**src/rtl/flot_inv_square.sv**
```systemverilog
// Sequential floating-point inverse square, result = 1/(OP*OP).
// The mantissa square and the Newton-Raphson reciprocal share one multiplier.
module flot_inv_square #(
  parameter int WIDTH        = 16,
  parameter int WIDTH_exp    = 4,
  parameter int WIDTH_mat    = 11,
  parameter int LUT_addWidth = 6,
  parameter int LUT_bits     = 12,
  parameter int NR_ITERS     = 2
) (
  input  logic             CLK,
  input  logic             RST,
  input  logic             CE,
  input  logic             in_valid,
  output logic             in_ready,
  input  logic [WIDTH-1:0] OP,
  input  logic             exce_in,
  output logic             out_valid,
  input  logic             out_ready,
  output logic [WIDTH-1:0] result,
  output logic             exce_out
);

  localparam int F     = WIDTH_mat + 4;
  localparam int DW    = F + 2;
  localparam int PW    = 2 * DW;
  localparam int EW    = WIDTH_exp + 2;
  localparam int BIAS  = 2 ** (WIDTH_exp - 1) - 1;
  localparam int LUT_N = 2 ** LUT_addWidth;
  localparam int ITW   = (NR_ITERS > 1) ? $clog2(NR_ITERS) : 1;
  localparam logic [DW-1:0] TWO = DW'(1) << (F + 1);

  typedef enum logic [2:0] {
    IDLE = 3'd0,
    SQ   = 3'd1,
    SEED = 3'd2,
    MUL1 = 3'd3,
    MUL2 = 3'd4,
    NORM = 3'd5,
    OUT  = 3'd6
  } state_t;

  // Seed word ~ 1/d at the centre of each bin, scaled to 0.LUT_bits.
  function automatic logic [LUT_bits-1:0] seed_val(input int idx);
    int num;
    int den;
    den = 2 * LUT_N + 2 * idx + 1;
    num = 1 << (LUT_bits + LUT_addWidth + 1);
    return LUT_bits'((num + den / 2) / den);
  endfunction

  logic [LUT_bits-1:0] seed_lut [LUT_N];
  for (genvar gi = 0; gi < LUT_N; gi++) begin : g_lut
    assign seed_lut[gi] = seed_val(gi);
  end

  state_t               state_q, state_d;
  logic [ITW-1:0]       it_q, it_d;
  logic [WIDTH_exp-1:0] exp_q, exp_d;
  logic [WIDTH_mat-1:0] mant_q, mant_d;
  logic                 exin_q, exin_d;
  logic                 c_q, c_d;
  logic [DW-1:0]        d_q, d_d;
  logic [DW-1:0]        x_q, x_d;
  logic [DW-1:0]        t_q, t_d;
  logic [WIDTH-1:0]     result_q, result_d;
  logic                 exce_out_q, exce_out_d;

  logic [DW-1:0]        mul_a, mul_b;
  logic [PW-1:0]        prod;
  logic [DW-1:0]        m_ext;
  logic [DW-1:0]        x0;
  logic                 bypass;
  logic [EW-1:0]        e_out_u;
  logic                 range_bad;
  logic [WIDTH_mat-1:0] mant_out;
  logic                 unused_bits;

  assign m_ext = {{(DW-WIDTH_mat-1){1'b0}}, 1'b1, mant_q} << (F - WIDTH_mat);
  assign x0    = {{(DW-LUT_bits){1'b0}}, seed_lut[d_q[F-1 -: LUT_addWidth]]} << (F - LUT_bits);

  always_comb begin
    mul_a = '0;
    mul_b = '0;
    case (state_q)
      SQ:   begin mul_a = m_ext; mul_b = m_ext;     end
      MUL1: begin mul_a = d_q;   mul_b = x_q;       end
      MUL2: begin mul_a = x_q;   mul_b = TWO - t_q; end
      default: ;
    endcase
  end

  assign prod = mul_a * mul_b;

  // Exponent: bias - (2*(exp-bias) + c) - 1, folded into one modular subtraction.
  assign bypass    = (d_q[F-1:0] == '0);
  assign e_out_u   = EW'(3 * BIAS) - {1'b0, exp_q, 1'b0}
                   - {{(EW-1){1'b0}}, c_q} - {{(EW-1){1'b0}}, ~bypass};
  assign range_bad = e_out_u[EW-1] | (e_out_u[EW-2:WIDTH_exp] != '0);

  always_comb begin
    mant_out = '0;
    if (!bypass) begin
      if (x_q[F]) mant_out = '1;
      else        mant_out = x_q[F-2 -: WIDTH_mat];
    end
  end

  always_comb begin
    state_d    = state_q;
    it_d       = it_q;
    exp_d      = exp_q;
    mant_d     = mant_q;
    exin_d     = exin_q;
    c_d        = c_q;
    d_d        = d_q;
    x_d        = x_q;
    t_d        = t_q;
    result_d   = result_q;
    exce_out_d = exce_out_q;
    case (state_q)
      IDLE: begin
        if (in_valid) begin
          exp_d   = OP[WIDTH-2 -: WIDTH_exp];
          mant_d  = OP[WIDTH_mat-1:0];
          exin_d  = exce_in;
          state_d = SQ;
        end
      end
      SQ: begin
        c_d     = prod[2*F+1];
        d_d     = prod[2*F+1] ? {1'b0, prod[2*F+1:F+1]} : {1'b0, prod[2*F:F]};
        state_d = SEED;
      end
      SEED: begin
        x_d     = x0;
        it_d    = '0;
        state_d = MUL1;
      end
      MUL1: begin
        t_d     = prod[2*F+1:F];
        state_d = MUL2;
      end
      MUL2: begin
        x_d = prod[2*F+1:F];
        if (it_q == ITW'(NR_ITERS - 1)) begin
          state_d = NORM;
        end else begin
          it_d    = it_q + ITW'(1);
          state_d = MUL1;
        end
      end
      NORM: begin
        exce_out_d = exin_q | range_bad;
        result_d   = range_bad ? '0 : {1'b0, e_out_u[WIDTH_exp-1:0], mant_out};
        state_d    = OUT;
      end
      OUT: begin
        if (out_ready) state_d = IDLE;
      end
      default: state_d = IDLE;
    endcase
  end

  always_ff @(posedge CLK) begin
    if (RST) begin
      state_q    <= IDLE;
      it_q       <= '0;
      exp_q      <= '0;
      mant_q     <= '0;
      exin_q     <= 1'b0;
      c_q        <= 1'b0;
      d_q        <= '0;
      x_q        <= '0;
      t_q        <= '0;
      result_q   <= '0;
      exce_out_q <= 1'b0;
    end else if (CE) begin
      state_q    <= state_d;
      it_q       <= it_d;
      exp_q      <= exp_d;
      mant_q     <= mant_d;
      exin_q     <= exin_d;
      c_q        <= c_d;
      d_q        <= d_d;
      x_q        <= x_d;
      t_q        <= t_d;
      result_q   <= result_d;
      exce_out_q <= exce_out_d;
    end
  end

  assign in_ready  = CE && (state_q == IDLE);
  assign out_valid = (state_q == OUT);
  assign result    = result_q;
  assign exce_out  = exce_out_q;

  // Sign is irrelevant to a square; product bits outside the 2.F window are never needed.
  assign unused_bits = ^{OP[WIDTH-1], prod[PW-1:2*F+2], prod[F-1:0]};

endmodule

```
**config.mk**
```make
export PLATFORM = sky130hd
export DESIGN_NAME = flot_inv_square
export DESIGN_NICKNAME = d
export VERILOG_FILES = /design/src/rtl/flot_inv_square.sv
export SDC_FILE = /design/constraint.sdc
export NUM_CORES = 1
export LEC_CHECK = 0
export ABC_AREA = 0
export BUFFER_PORTS_ARGS = -buffer_cell sky130_fd_sc_hd__buf_2
export CORE_UTILIZATION = 59
export CTS_CLUSTER_DIAMETER = 30
export DETAILED_ROUTE_END_ITERATION = 7
export GPL_ROUTABILITY_DRIVEN = 0
export PLACE_DENSITY_LB_ADDON = 0.08
export SKIP_CTS_REPAIR_TIMING = 1
export SYNTH_ARGS = -nofsm -noshare
export SYNTH_HDL_FRONTEND = slang
export SYNTH_SLANG_ARGS = --single-unit
```
**constraint.sdc**
```tcl
create_clock -name CLK -period 7.8 [get_ports CLK]
set_clock_uncertainty 0.05 [all_clocks]
set_input_delay 0 -clock CLK [delete_from_list [all_inputs] [get_ports CLK]]
set_output_delay 0 -clock CLK [all_outputs]
set_load 0.005 [all_outputs]
```
==> run summary, run 1 <==
Worst Tran Pin Value -> 1.00 ns
die area -> 24800 um^2
Setup WS post-layout -> -0.0115 ns
antenna-violating nets left -> 0
share of cells above drive strength 1 -> 0.143
vias in the first global route -> 12756
Layout area overhead -> 15.6%
Comb power frac -> 0.190
CTS Sinks -> 87
syn_nets -> 2178
clock buffer depth -> 2
violated checks -> setup timing
Final Power -> 1.13 mW
worst-path maximum fanout -> 13
Die Width -> 158 um
nets@finish -> 2278
Syn Area/Cell -> 7.84 um^2
Std-Cell Rows -> 56
hold_ws -> 0.0682 ns
Die H -> 158 um
f_max -> 128 MHz
Reg power frac -> 0.413
Clock Power Share -> 0.397
WP data required -> 7.96 ns
Final HPWL DP -> 32400 um
sequential element share of the synthesized area -> 0.122
RSZ-0062 raised after global routing -> yes
Port Buffers -> 38
Critical Path AT -> 7.97 ns
average wire per standard cell -> 18.9 um
vias -> 13041
number of synthesized flops with an enable pin -> 0
post-synthesis cell area -> 14300 um^2
I/O pins -> 41
sw frac -> 0.302
Inserted Clock Buffers -> 9
H-tree levels -> 3
Worst setup EP type -> flip-flop
crit path kind -> flip-flop to flip-flop
clk_lat worst skew -> 0.34 ns
Synth Warn # -> 0
status -> complete, but fails checks
via/cell ratio -> 5.81
Final Hold Fails -> 0
ys flop type -> dfxtp_1
path type of the worst min-delay path -> primary input to flip-flop
largest net degree at the start of global routing -> 90
DR DRC count -> 0
CTS Root Cell -> clkbuf_16
post-synth cell types -> 65
GRT overflow -> 0
Sw Pwr -> 340 uW
Pwr Density -> 68.4 nW/um^2
Max Slew Vio Count -> 0
ys async rst share -> 0
wirelength, routed -> 42600 um
cell internal pwr -> 788 uW
first-pass GRT wire length -> 66500 um
DRT Pass-1 Iters -> 7
initial antenna violation count -> 0
antenna fix cells -> 0
clock slew seen by the registers of the worst setup and hold paths -> 0.07 ns
Non-Filler Instances -> 2246
fin crit share -> 1.00
leak pwr -> 7.60 nW
Total GRT Usage -> 0.349
total of max-cap violations -> 0
Final Setup Violations -> 3
CORE AREA -> 23600 um^2
Rel. slew slack -> 0.333
peak supply drop -> 0.160 mV
Syn Inst Count -> 1822
Cells after DPL -> 2188
register bit total from synthesis -> 87
CTS tree -> yes
Initial Utilization -> 0.605
Worst Setup Start Kind -> flip-flop
Tmin final -> 7.81 ns
fillcell total -> 1929
DRC marker count from the first detailed-route iteration -> 1219
## area by class of cell
type                            count  area (um^2)  share of cell area
Clock buffer                       10          229              0.0139
Clock inverter                      6         76.3             0.00463
Inverter                          299         1130              0.0683
Multi-Input combinational cell   1334        11400               0.691
Sequential cell                    87         1750               0.106
Tap cell                          319          399              0.0242
Timing Repair Buffer              191         1510              0.0917
## layout by cell type, fill, tap and decap left out, types with 5 or more instances in the layout
| master | netlist | final |
|---|---|---|
| a211oi_1 | 24 | 22 |
| a21o_1 | 6 | 6 |
| a21oi_1 | 121 | 117 |
| a22o_1 | 7 | 7 |
| a22oi_1 | 11 | 10 |
| a311oi_1 | 6 | 6 |
| a31oi_1 | 9 | 8 |
| and2_1 | 45 | 45 |
| and3_1 | 7 | 7 |
| buf_12 | 0 | 7 |
| buf_2 | 2 | 39 |
| buf_4 | 1 | 119 |
| buf_6 | 1 | 6 |
| clkbuf_16 | 0 | 10 |
| dfxtp_1 | 87 | 81 |
| dfxtp_2 | 0 | 5 |
| dlygate4sd3_1 | 0 | 18 |
| fa_1 | 222 | 219 |
| ha_1 | 112 | 106 |
| inv_1 | 298 | 291 |
| inv_2 | 0 | 5 |
| mux2i_1 | 12 | 12 |
| nand2_1 | 346 | 343 |
| nand2b_1 | 7 | 7 |
| nand3_1 | 12 | 11 |
| nand4_1 | 5 | 5 |
| nor2_1 | 126 | 121 |
| nor2_2 | 0 | 5 |
| nor2b_1 | 20 | 19 |
| nor3_1 | 36 | 29 |
| nor3_2 | 0 | 5 |
| o211ai_1 | 9 | 9 |
| o21a_1 | 16 | 13 |
| o21ai_0 | 55 | 43 |
| o21ai_1 | 13 | 18 |
| o22ai_1 | 7 | 6 |
| or3_1 | 7 | 6 |
| xnor2_1 | 22 | 20 |
| xor2_1 | 10 | 9 |
## flip-flops by register name (all words and copies together) (netlist names)
signal,count
t_q,17
x_q,17
d_q,16
result,15
mant_q,11
exp_q,4
state_q,3
c_q,1
exce_out,1
exin_q,1
it_q,1
## power groups by stage
stage          combinational, mW  sequential, mW  clock (mW)
2_1_floorplan              0.133           0.472           0
5_1_grt                    0.234           0.467       0.467
3_5_place_dp               0.192           0.476           0
4_1_cts                    0.193           0.466       0.450
6_report                   0.215           0.466       0.447
3_3_place_gp               0.189           0.476           0
## layer usage
| layer | share of wire | GRT usage | routed length (um) |
|---|---|---|---|
| met1 | 0.41 | 0.469 | 17300 |
| met2 | 0.48 | 0.574 | 20400 |
| met3 | 0.080 | 0.0542 | 3390 |
| met4 | 0.034 | 0.119 | 1470 |
| met5 | 0 | 0 | 0 |
## kinds of logic (layout without fill, tap and decap cells)
kind of cell	after synthesis	count (layout)	share of synthesized area
buffers and inverters	401	506	0.106
flip-flops	87	87	0.122
AND/OR/NAND/NOR	637	637	0.195
AO/OA/AOI/OAI	316	316	0.136
multiplexers	13	13	0.00999
adder cells (fa/ha/maj)	334	334	0.409
other	1	1	0.000263
XOR/XNOR	33	33	0.0208
## cell usage after synthesis, drive strengths merged, types with 3 or more instances
library cell	instances	area (um^2)
clkbuf	92	345
nor3b	3	22.5
a311oi	7	67.6
or3	8	55.1
a31oi	9	56.3
o21bai	4	30.0
nor4b	3	26.3
or2	6	37.5
nor2b	20	125
inv	298	1120
a211oi	24	180
nand2	346	1300
nand3	12	60.1
fa	222	4440
nor4	5	31.3
mux2i	12	120
nor2	126	473
o21ai	68	340
a21oi	121	606
xor2	10	87.6
and2	45	282
a22oi	11	82.6
nand4	5	31.3
dfxtp	87	1740
ha	112	1400
o211ai	9	67.6
o21a	16	120
a21o	6	45.0
xnor2	23	209
a2111oi	9	78.8
and3	7	43.8
nand2b	7	43.8
buf	10	51.3
a22o	7	61.3
o221ai	3	26.3
nor3	36	180
o22ai	7	43.8
## final timing paths
check / startpoint / end / slack (ns) / cells past startpoint
min: in_valid / state_q[0]$_SDFFE_PP0P_ / 0.07 / 4
max reg2reg: t_q[10]$_SDFFE_PP0P_ / d_q[10]$_SDFFE_PP0P_ / -0.01 / 27
max: t_q[10]$_SDFFE_PP0P_ / d_q[10]$_SDFFE_PP0P_ / -0.01 / 27
min reg2reg: result[9]$_SDFFE_PP0P_ / result[9]$_SDFFE_PP0P_ / 0.40 / 2
## critical path, cell delays in order, from the launching register on
cell	delay (ns)
dfxtp_4	0.37
or4_4	0.55
or3_4	0.36
or3_4	0.38
xor2_4	0.17
o21ai_2	0.22
nand2_1	0.10
fa_1	0.48
fa_1	0.51
inv_2	0.04
fa_1	0.57
fa_2	0.46
fa_1	0.53
inv_2	0.04
fa_1	0.52
inv_2	0.05
ha_4	0.27
nand4_1	0.20
nor3_2	0.26
buf_4	0.17
nand3_4	0.08
a21oi_4	0.17
a2111oi_4	0.07
nor3_2	0.23
xnor2_2	0.19
buf_12	0.19
nor3_1	0.06
a2111oi_1	0.37
## through the flow
| step | setup slack [ns] | TNS, ns | instance area [um^2] | util |
|---|---|---|---|---|
| finish | -0.0115 | -0.0254 | 16500 | 0.699 |
| global route | -0.285 | -4.60 | 16500 | 0.699 |
| CTS | -0.305 | -3.39 | 15700 | 0.665 |
| detailed placement | -0.261 | -2.50 | 15400 | 0.652 |
| global placement | -0.158 | -1.67 | 15400 | 0.652 |
| floorplan | 0.0640 | 0 | 14300 | - |
No activity file was read; power rests on OpenSTA's default activity.
==> run 2, diff against run 1 <==
--- a/config.mk
+++ b/config.mk
@@ -5,7 +5,7 @@
 export SDC_FILE = /design/constraint.sdc
 export NUM_CORES = 1
 export LEC_CHECK = 0
-export ABC_AREA = 0
+export ABC_AREA = 1
 export BUFFER_PORTS_ARGS = -buffer_cell sky130_fd_sc_hd__buf_2
 export CORE_UTILIZATION = 59
 export CTS_CLUSTER_DIAMETER = 30
@@ -13,6 +13,7 @@
 export GPL_ROUTABILITY_DRIVEN = 0
 export PLACE_DENSITY_LB_ADDON = 0.08
 export SKIP_CTS_REPAIR_TIMING = 1
+export SKIP_LAST_GASP = 1
 export SYNTH_ARGS = -nofsm -noshare
 export SYNTH_HDL_FRONTEND = slang
 export SYNTH_SLANG_ARGS = --single-unit
==> run 2 against run 1 <==
Setup slack improved by 0.39 ns. The flow finishes with violations (hold timing). First-iteration DRC count increased by 6.2%. Critical path depth increased by 1. Hold slack got worse by 0.14 ns. Register-to-register slack improved by 0.39 ns. Global-route usage decreased by 0.16 points. Largest power group unchanged. Non-clock buffer count decreased by 64. Clock-buffer cell count increased by 2.
==> run summary, run 2 <==
ys flop type -> dfxtp_1
Worst Tran Pin Value -> 1.05 ns (+0.0518 ns)
Layout area overhead -> 9.23%
Die H -> 161 um (+2.1%)
reg-to-reg slack, setup -> 0.38 ns (+0.39 ns)
f_max -> 135 MHz (+5.3%)
Max Slew Vio Count -> 0 (unchanged)
Synth area leader -> fa_1
sequential element share of the synthesized area -> 0.117 (-0.00505)
crit path kind -> flip-flop to flip-flop
Die Width -> 161 um (+2.1%)
path type of the worst min-delay path -> primary input to flip-flop
CTS tree -> yes
clock slew seen by the registers of the worst setup and hold paths -> 0.06 ns (about the same)
Pwr Density -> 70.1 nW/um^2 (+2.6%)
CTS Root Cell -> clkbuf_16
status -> complete, but fails checks
Fin Setup TNS -> 0 ns (+0.0254 ns)
reg2reg end -> x_q[3]$_SDFFE_PP0P_
commonest non-fill, non-tap cell in the layout -> inv_1
CP max-delay cell -> xnor2_1
Initial Utilization -> 0.607 (+0.00245)
fin crit share -> 0.951 (-0.0501)
Rel. slew slack -> 0.294 (-0.0393)
worst-path maximum fanout -> 13 (unchanged)
number of synthesized flops with an enable pin -> 0 (unchanged)
most frequent cells after synthesis -> 470 x inv_1, 421 x nand2_1, 222 x fa_1
clock buffer depth -> 2 (unchanged)
vias in the first global route -> 13708 (+7.5%)
Final HPWL DP -> 35500 um (+9.4%)
first-pass GRT wire length -> 70500 um (+6.0%)
Post-Place Cell Area -> 15600 um^2 (+1.4%)
Std-Cell Rows -> 57 (+1.8%)
Worst Setup Start Kind -> flip-flop
Final Hold Fails -> 1 (+1)
largest net degree at the start of global routing -> 57 (-37%)
Critical Path Max Stage Delay -> 0.62 ns (+0.05 ns)
leak pwr -> 8.20 nW (+7.9%)
post-synth cell types -> 56 (-14%)
peak supply drop -> 0.116 mV (-28%)
CTS Sinks -> 87 (unchanged)
Top Registers -> t_q (17), x_q (17), d_q (16)
clk_lat worst skew -> 0.34 ns (about the same)
I/O pins -> 41 (unchanged)
CORE AREA -> 24500 um^2 (+3.9%)
fillcell total -> 2213 (+15%)
met3 Use GR -> 0.0411 (-0.0132)
antenna-violating nets left -> 0 (unchanged)
top cell type's share of synthesized area -> 0.298 (-0.0129)
Critical Path AT -> 7.57 ns (-0.40 ns)
Tmin final -> 7.42 ns (-0.390 ns)
Total GRT Usage -> 0.348 (-0.00159)
R2R cell count -> 28 (+3.7%)
Worst setup EP type -> flip-flop
wirelength, routed -> 44000 um (+3.3%)
register bit total from synthesis -> 87 (unchanged)
hold_ws -> -0.0748 ns (-0.143 ns)
H-tree levels -> 3 (unchanged)
Critical Path End -> x_q[3]$_SDFFE_PP0P_
Syn Area/Cell -> 7.24 um^2 (-7.6%)
met1 usage -> 0.448 (-0.0208)
antenna fix cells -> 0 (unchanged)
R2R Path Start -> state_q[0]$_SDFFE_PP0P_
top post-synthesis cells by area -> fa_1 30%, inv_1 12%, dfxtp_1 12%
share of cells above drive strength 1 -> 0.0937 (-0.0490)
via/cell ratio -> 5.67 (-2.3%)
fin area -> 16300 um^2 (-1.4%)
Worst Setup SP -> state_q[0]$_SDFFE_PP0P_
most frequent cell after synthesis -> inv_1
Syn Inst Count -> 2058 (+13%)
nets@finish -> 2474 (+8.6%)
syn_nets -> 2414 (+11%)
Final Setup Violations -> 0 (-3)
vias -> 13886 (+6.5%)
die area -> 25900 um^2 (+4.3%)
DRT Pass-1 Iters -> 6 (-1)
gr busiest metal -> met2
Port Buffers -> 38 (unchanged)
initial antenna violation count -> 0 (unchanged)
Synth Warn # -> 0 (unchanged)
post-synthesis cell area -> 14900 um^2 (+4.3%)
DRC marker count from the first detailed-route iteration -> 1295 (+6.2%)
met2 Use GR -> 0.582 (+0.00812)
ys async rst share -> 0 (unchanged)
Inserted Clock Buffers -> 9 (unchanged)
DR DRC count -> 0 (unchanged)
violated checks -> hold timing
most frequent cells in the layout -> 466 x inv_1, 415 x nand2_1, 222 x fa_1
average wire per standard cell -> 18.0 um (-5.2%)
total of max-cap violations -> 0 (unchanged)
WP data required -> 7.95 ns (about the same)
GRT overflow -> 0 (unchanged)
run 2: cell count changes in the layout (fill, tap and decap cells not counted), moves of 28 or more:
cell,previous run,this run
inv_1,291,466
and2_1,45,1
o21ai_0,43,82
buf_4,119,70
nor2_1,121,172
nand2_1,343,415
nand3_1,11,73
a21oi_1,117,145
run 2: routing by layer:
layer	vias up	wire length, um	part of all wire
li1	6409	-	-
met4	0	2040	0.046
met1	6660	17000	0.39
met5	-	0	0
met3	132	3660	0.083
met2	685	21200	0.48
run 2: worst max-delay path, delay by kind of cell (launching register included):
| family | cells | cell delay [ns] |
|---|---|---|
| adders and majority gates | 7 | 3.38 |
| buffers and inverters | 8 | 0.99 |
| and+or+nand+nor | 6 | 0.91 |
| AOI/OAI and AO/OA | 6 | 0.91 |
| xor gates and xnor gates | 1 | 0.62 |
| DFF | 1 | 0.41 |
run 2: stage by stage:
stage | setup slack, ns | util | cells | total power [mW] | hold WS (ns)
3_3_place_gp | 0.337 | 0.636 | 2407 | 0.684 | 0.229
2_1_floorplan | 1.06 | - | 2058 | 0.612 | 0.115
5_1_grt | -0.0328 | 0.663 | 2447 | 1.19 | 0.000449
6_report | 0.379 | 0.663 | 2447 | 1.14 | -0.0748
4_1_cts | 0.226 | 0.649 | 2423 | 1.13 | -0.113
3_5_place_dp | 0.265 | 0.636 | 2407 | 0.686 | 0.237
run 2: kinds of logic (layout without fill, tap and decap cells):
kind of cell,count (synthesis),in the layout,synth area share
DFF,87,87,0.117
adders and majority gates,334,334,0.393
buffers and inverters,559,623,0.147
other,1,1,0.000252
AOI/OAI and AO/OA,315,315,0.121
and+or+nand+nor,745,746,0.212
xor gates and xnor gates,17,17,0.0100
run 2: how the worst min path moves through the flow:
stage | endpoint | slack, ns | startpoint | cells past startpoint
final | mant_q[10]$_SDFFE_PP0P_ | -0.07 | OP[10] | 3
after global routing | mant_q[10]$_SDFFE_PP0P_ | 0.0004 | OP[10] | 3
after CTS | mant_q[3]$_SDFFE_PP0P_ | -0.11 | OP[3] | 3
after detailed placement | mant_q[1]$_SDFFE_PP0P_ | 0.24 | OP[1] | 3
after global placement | mant_q[4]$_SDFFE_PP0P_ | 0.23 | OP[4] | 3
after floorplan | exp_q[3]$_SDFFE_PP0P_ | 0.12 | OP[14] | 2
run 2: power breakdown:
| group | total (mW) | internal (mW) | switching [mW] |
|---|---|---|---|
| combinational | 0.227 | 0.0726 | 0.154 |
| clock | 0.447 | 0.266 | 0.180 |
| sequential | 0.467 | 0.457 | 0.0105 |
run 2: layout make-up:
type                    count  area, um^2  share of cell area
inverters                 480        1810               0.111
clock buffers              12         256              0.0158
clock inverters             4        53.8             0.00331
repair buffers            127         915              0.0562
well taps                 324         405              0.0249
multi-input cells        1413       11100               0.682
flip-flops and latches     87        1740               0.107
